### src/rtl/mem_arbiter.sv
// Round-robin arbiter sharing one block-memory port between the I-cache and the D-cache.
// Optional busy-state watchdog is compiled in when ARB_TIMEOUT_EN is defined.
module mem_arbiter #(
  parameter int ADDR_W  = 28,
  parameter int DATA_W  = 128,
  parameter int TIMEOUT = 255
) (
  input  logic              clk,
  input  logic              rst,
  input  logic              i_read,
  input  logic [ADDR_W-1:0] i_addr,
  output logic [DATA_W-1:0] i_rdata,
  output logic              i_ready,
  input  logic              d_read,
  input  logic              d_write,
  input  logic [ADDR_W-1:0] d_addr,
  input  logic [DATA_W-1:0] d_wdata,
  output logic [DATA_W-1:0] d_rdata,
  output logic              d_ready,
  output logic              mem_read,
  output logic              mem_write,
  output logic [ADDR_W-1:0] mem_addr,
  output logic [DATA_W-1:0] mem_wdata,
  input  logic [DATA_W-1:0] mem_rdata,
  input  logic              mem_ready,
  output logic              arb_err
);

  typedef enum logic [1:0] {IDLE, BUSY_I, BUSY_D, DONE} state_t;

  state_t            state_q, state_d;
  logic              last_d_q, last_d_d;
  logic              mem_read_q, mem_read_d;
  logic              mem_write_q, mem_write_d;
  logic [ADDR_W-1:0] mem_addr_q, mem_addr_d;
  logic [DATA_W-1:0] mem_wdata_q, mem_wdata_d;
  logic [DATA_W-1:0] i_rdata_q, i_rdata_d;
  logic [DATA_W-1:0] d_rdata_q, d_rdata_d;
  logic              i_ready_q, i_ready_d;
  logic              d_ready_q, d_ready_d;
  logic              d_req, grant_d, grant_i, busy, timeout_hit;

  assign d_req = d_read | d_write;
  assign busy  = (state_q == BUSY_I) || (state_q == BUSY_D);

`ifdef ARB_TIMEOUT_EN
  localparam int CNT_W = ($clog2(TIMEOUT + 1) > 8) ? $clog2(TIMEOUT + 1) : 8;

  logic [CNT_W-1:0] cnt_q, cnt_d;
  logic             err_q, err_d;

  // Counter is zero outside BUSY, so every grant starts it from a clean count.
  always_comb begin
    cnt_d = cnt_q;
    if (!busy) begin
      cnt_d = '0;
    end else if (!timeout_hit) begin
      cnt_d = cnt_q + 1'b1;
    end
    err_d = err_q | (busy & ~mem_ready & timeout_hit);
  end

  always_ff @(posedge clk or posedge rst) begin
    if (rst) begin
      cnt_q <= '0;
      err_q <= 1'b0;
    end else begin
      cnt_q <= cnt_d;
      err_q <= err_d;
    end
  end

  assign timeout_hit = busy && (cnt_q == CNT_W'(TIMEOUT - 1));
  assign arb_err     = err_q;
`else
  logic unused_timeout;
  assign unused_timeout = |TIMEOUT;
  assign timeout_hit    = 1'b0;
  assign arb_err        = 1'b0;
`endif

  always_comb begin
    state_d     = state_q;
    last_d_d    = last_d_q;
    mem_read_d  = mem_read_q;
    mem_write_d = mem_write_q;
    mem_addr_d  = mem_addr_q;
    mem_wdata_d = mem_wdata_q;
    i_rdata_d   = i_rdata_q;
    d_rdata_d   = d_rdata_q;
    i_ready_d   = 1'b0;
    d_ready_d   = 1'b0;
    grant_d     = 1'b0;
    grant_i     = 1'b0;
    case (state_q)
      IDLE: begin
        // On a tie the side that did not win the previous tie is served.
        grant_d = d_req && (!i_read || !last_d_q);
        grant_i = i_read && !grant_d;
        if (i_read && d_req) begin
          last_d_d = grant_d;
        end
        if (grant_d) begin
          state_d     = BUSY_D;
          mem_addr_d  = d_addr;
          mem_wdata_d = d_wdata;
          mem_write_d = d_write;
          mem_read_d  = !d_write;
        end else if (grant_i) begin
          state_d     = BUSY_I;
          mem_addr_d  = i_addr;
          mem_read_d  = 1'b1;
          mem_write_d = 1'b0;
        end
      end
      BUSY_I, BUSY_D: begin
        if (mem_ready || timeout_hit) begin
          state_d     = DONE;
          mem_read_d  = 1'b0;
          mem_write_d = 1'b0;
          if (state_q == BUSY_I) begin
            i_ready_d = 1'b1;
            if (mem_ready) begin
              i_rdata_d = mem_rdata;
            end
          end else begin
            d_ready_d = 1'b1;
            if (mem_ready && mem_read_q) begin
              d_rdata_d = mem_rdata;
            end
          end
        end
      end
      DONE: begin
        state_d = IDLE;
      end
      default: begin
        state_d = IDLE;
      end
    endcase
  end

  always_ff @(posedge clk or posedge rst) begin
    if (rst) begin
      state_q     <= IDLE;
      last_d_q    <= 1'b0;
      mem_read_q  <= 1'b0;
      mem_write_q <= 1'b0;
      mem_addr_q  <= '0;
      mem_wdata_q <= '0;
      i_rdata_q   <= '0;
      d_rdata_q   <= '0;
      i_ready_q   <= 1'b0;
      d_ready_q   <= 1'b0;
    end else begin
      state_q     <= state_d;
      last_d_q    <= last_d_d;
      mem_read_q  <= mem_read_d;
      mem_write_q <= mem_write_d;
      mem_addr_q  <= mem_addr_d;
      mem_wdata_q <= mem_wdata_d;
      i_rdata_q   <= i_rdata_d;
      d_rdata_q   <= d_rdata_d;
      i_ready_q   <= i_ready_d;
      d_ready_q   <= d_ready_d;
    end
  end

  assign mem_read  = mem_read_q;
  assign mem_write = mem_write_q;
  assign mem_addr  = mem_addr_q;
  assign mem_wdata = mem_wdata_q;
  assign i_rdata   = i_rdata_q;
  assign d_rdata   = d_rdata_q;
  assign i_ready   = i_ready_q;
  assign d_ready   = d_ready_q;

endmodule
### config.mk
export PLATFORM = sky130hd
export DESIGN_NAME = mem_arbiter
export DESIGN_NICKNAME = d
export VERILOG_FILES = /design/src/rtl/mem_arbiter.sv
export SDC_FILE = /design/constraint.sdc
export NUM_CORES = 1
export LEC_CHECK = 0
export ABC_CLOCK_PERIOD_IN_PS = 17950
export CAP_MARGIN = 20
export CORE_AREA = 2 2 284 286
export DETAILED_ROUTE_END_ITERATION = 12
export DIE_AREA = 0 0 286 288
export PLACE_DENSITY_LB_ADDON = 0.12
export SKIP_CTS_REPAIR_TIMING = 1
export SYNTH_ARGS = -nofsm -noshare
export SYNTH_HDL_FRONTEND = slang
export SYNTH_SLANG_ARGS = --single-unit
### constraint.sdc
create_clock -name clk -period 17.95 [get_ports clk]
set_input_delay 5.385 -clock clk [delete_from_list [all_inputs] [get_ports clk]]
set_output_delay 5.385 -clock clk [all_outputs]
set_load 0.05 [all_outputs]
After elaboration in Yosys (flattened, before gate mapping):

Index checks and enable logic that the tools add are counted.

* multiplexer cells: 19
* $mul: 0
* reductions and logical operators: 20
* divide/modulo/power cells: 0
* equal/unequal tests: 5
* $lt $le $gt $ge: 0
* shift operators: 0
* bitwise logic cells: 2
* add/sub/neg operators: 0

Operator list (number)
* $mux W28: 2
* $mux W1: 11
* $reduce_and A2 Y1: 4
* $mux W2: 3
* $pmux W2 S3: 1
* $reduce_and A3 Y1: 2
* $eq A2 B2 Y1 const B: 2
* $logic_and A1 B1 Y1: 4
* $logic_not A1 Y1: 4
* $pmux W1 S2: 2
* $reduce_and A4 Y1: 1
* $reduce_bool A2 Y1: 2
* $ne A3 B3 Y1 const B: 1
* $eq A2 B1 Y1 const B: 1
* $logic_not A2 Y1: 1
* $ne A2 B2 Y1 const B: 1
* $reduce_or A2 Y1: 1
* $logic_or A1 B1 Y1: 1
* $not A1 Y1: 1
* $or A1 B1 Y1: 1

* word-level logic and storage cells: 56
* input bits: 318
* RAM bits: 0
* bits in registers: 419
* bits in latches: 0
* memory bits (read-only): 0
* memories kept: 0

Logic depth before layout (Yosys ltp):

* word-level depth: 8
* mapped depth: 8

Worst setup path before layout:

OpenSTA, ideal clock, no wires.

* path kind: input to register
* from: in mem_ready
* to: reg i_rdata_q[41] (netlist: i_rdata[41])
* setup time: 0.125 ns
* arrival time: 6.319 ns
* cell stages on the path: 5
* slack: 11.506 ns
* required time: 17.825 ns
* path buffers: 2
* cells stage by stage: nand2_1 inv_2 buf_2 buf_4 mux2_2

* cells in the longest elaborated chain, start to end: 1

Ends and longest elaborated chain
* start: declaration: line 25 `input logic mem_ready,`
* $reduce_and A3 Y1 (no source line)
* end signal: assignment: line 162 `i_rdata_q <= i_rdata_d;`
* end: declaration: line 37 `logic [DATA_W-1:0] i_rdata_q, i_rdata_d;`

No other way between the ends.
A chain may end at the register's enable or synchronous reset.

Worst setup path in the final report:

* from: in mem_ready
* to: reg d_rdata_q[121] (netlist: d_rdata[121])

* cells in the longest elaborated chain, start to end: 2

Ends and longest elaborated chain
* $logic_and A1 B1 Y1: line 128 `if (mem_ready && mem_read_q) begin`
* $reduce_and A4 Y1 (no source line) (*)
* end signal: assignment: line 163 `d_rdata_q <= d_rdata_d;`
* end: declaration: line 38 `logic [DATA_W-1:0] d_rdata_q, d_rdata_d;`

Mark *: on every way between the ends. The rest lies on a longest branch, timed or not.

==> flow_metrics.py <==
metrics = {
    "outcome": {
        "status": "completed",
    },
    "detailed_routing": {
        "vias": 10849,
        "drt-total-wl_um": 56600,
        "ant_nets": 0,
        "drc": 0,
        "routedWlPerCell_um": 20.1,
        "viasPerCell": 3.84,
        "first_iter_violations": 271,
        "drt-pass1-iter-count": 4,
    },
    "critical_path": {
        "endpoint_kind": "flop",
        "crit_slowest_cell": "buf_4",
        "critPathMaxStageDelay_ns": 0.76,
        "criticalPathCategory": "in -> reg",
        "start_kind": "input port",
        "worstPathMaxFanout": 46,
        "crit_arrival_ns": 8.53,
        "crit_required_ns": 18.42,
        "cpMostUsedCell": "buf_4",
        "reg2regPathDepth": 7,
        "path_cells": "clkdlybuf4s50_1 -> and3b_4 -> nand2_8 -> buf_4 -> buf_4 -> mux2_2",
    },
    "clock_network": {
        "clk_path_buf_depth": 3,
        "clk_latency_ns": 0.60,
        "numCtsBuffers": 52,
        "clkTransAtPathRegs_ns": 0.06,
        "cts.sinks": 419,
        "cts-root-buf": "clkbuf_16",
        "cts.htree.levels": 2,
        "cts_tree": "yes",
    },
    "timing": {
        "period_share_pct": 44.9,
        "slew_violations": 0,
        "skew_ns": 0.0311,
        "hold_viol": 0,
        "max_slew.worst_pin.slew_ns": 1.07,
        "fmax_ghz": 0.124,
        "rsz0062_at_grt": "no",
        "fin_crit_ns": 8.06,
        "setup_viol": 0,
        "tns_ns": 0,
        "max_slew_margin_pct": 28.7,
    },
    "synthesis": {
        "ys_warn_count": 0,
        "synth_cells": 972,
        "ys_seq_area_share_pct": 63.5,
        "synth_flop_cell": "dfrtp_1",
        "synth_top_area_share_pct": 63.5,
        "netlist_top_cells_count": "419 x dfrtp_1, 283 x mux2_2, 102 x mux2_4",
        "postSynthAreaPerCell_um2": 17.0,
        "synth.area.top_cells": "dfrtp_1 64%, mux2_2 19%, mux2_4 9.3%, mux2i_1 1.9%, buf_12 1.3%",
        "async_reset_ff_share_pct": 100,
        "ys_types": 30,
        "synth-seq-cells": 419,
        "synth_fp_nets": 1293,
        "yosysMostFrequentCell": "dfrtp_1",
        "synth_edf_count": 0,
        "synth_area_mm2": 0.0165,
        "synth_top_cell_by_area": "dfrtp_1",
    },
    "placement": {
        "io_buffers": 733,
        "dp_hpwl_um": 42200,
        "postPlaceCellArea_mm2": 0.0248,
        "gp_congestion": 0.763,
    },
    "floorplan": {
        "initial_core_util_pct": 20.7,
        "die_h_um": 288,
        "ios": 735,
        "num_rows": 104,
        "die_x_um": 286,
        "die_area_mm2": 0.0824,
        "core_mm2": 0.0796,
    },
    "final_layout": {
        "fill_cells": 7877,
        "final_area_mm2": 0.0266,
        "fin_nets": 2039,
        "post-route-util_pct": 33.4,
        "syn_to_final_growth_pct": 61.1,
        "final_layout_size_suffix_gt1_share_pct": 27.7,
    },
    "global_routing": {
        "grt_overflow": 0,
        "grt_pass1_wl_um": 81600,
        "antenna_found_initial": 4,
        "grt_usage_pct": 13.3,
        "grt_max_degree": 156,
        "grt_pass1_vias": 11820,
    },
    "hold_path": {
        "holdPathStages": 2,
        "hold_class": "reg -> reg",
    },
    "job": {
        "maxCapViolCount": 0,
    },
}
-- layout make-up --
cell class	count	area (um2)	share of cell area, %
antenna	3	7.51	0.0282
timing repair buffer	745	7460	28.1
clock buffer	85	1640	6.16
sequential	419	10500	39.4
clock inverter	11	123	0.461
multi-input combinational	494	5510	20.7
inverter	6	32.5	0.122
tap	1060	1330	4.99
-- through the flow --
step	std cells	hold slack, ns	worst slack [ns]
final	2823	0.474	9.89
after global routing	2822	0.509	9.78
after CTS	2819	0.482	9.89
after detailed placement	2723	0.469	9.23
after global placement	2723	0.465	9.25
after floorplan	972	0.481	0.902
-- worst max-delay path: cells and delay by family --
family                 cells  cell delay (ns)
buffers and inverters      3             1.98
and+or+nand+nor            2             0.63
muxes                      1             0.41
-- registers in the layout, indices dropped and copies added, names as in the netlist, 2 cells and up --
name	cells
i_rdata	128
state_q	2
mem_wdata	128
mem_addr	28
d_rdata	128
-- cell families after synthesis --
group | after synthesis | share of synthesized area (%)
xor gates and xnor gates | 1 | 0.0531
DFF | 419 | 63.5
AOI/OAI and AO/OA | 38 | 1.33
adders and majority gates | 3 | 0.228
other | 1 | 0.0227
buffers and inverters | 59 | 3.37
and+or+nand+nor | 34 | 0.910
muxes | 417 | 30.5
-- final timing paths --
path                                                from  slack (ns)                         to
max in group asynchronous                            rst       10.67  mem_wdata[72]$_DFFE_PP0P_
worst min register to register  mem_addr[24]$_DFFE_PP0P_        0.47   mem_addr[24]$_DFFE_PP0P_
worst max-delay path                           mem_ready        9.89   d_rdata[121]$_DFFE_PP0P_
worst min-delay path            mem_addr[24]$_DFFE_PP0P_        0.47   mem_addr[24]$_DFFE_PP0P_
worst max register to register    state_q[0]$_DFFE_PP0P_       14.31   d_rdata[121]$_DFFE_PP0P_
min in group asynchronous                            rst        5.19   i_rdata[119]$_DFFE_PP0P_
-- layer usage --
layer | wire length (um) | vias up | GRT usage, %
met3 | 4430 | 75 | 4.56
li1 | - | 4934 | -
met4 | 1400 | 2 | 4.16
met2 | 30800 | 364 | 24.8
met5 | 13 | - | 0
met1 | 20000 | 5474 | 13.8
-- layout by cell type (no fill, tap or decap), drive strengths merged, types with 2 or more instances in the layout --
| cell type | n |
|---|---|
| diode | 3 |
| mux2i | 32 |
| clkbuf | 85 |
| o21ai | 29 |
| bufinv | 2 |
| nand2 | 30 |
| buf | 12 |
| nor3 | 2 |
| dfrtp | 419 |
| o2bb2ai | 2 |
| ha | 3 |
| inv | 6 |
| clkdlybuf4s50 | 733 |
| clkinv | 8 |
| mux2 | 385 |
Power is left out: the tool's default activity adds up to more than one toggle a clock period on the data nets, which glitch-free logic cannot reach.
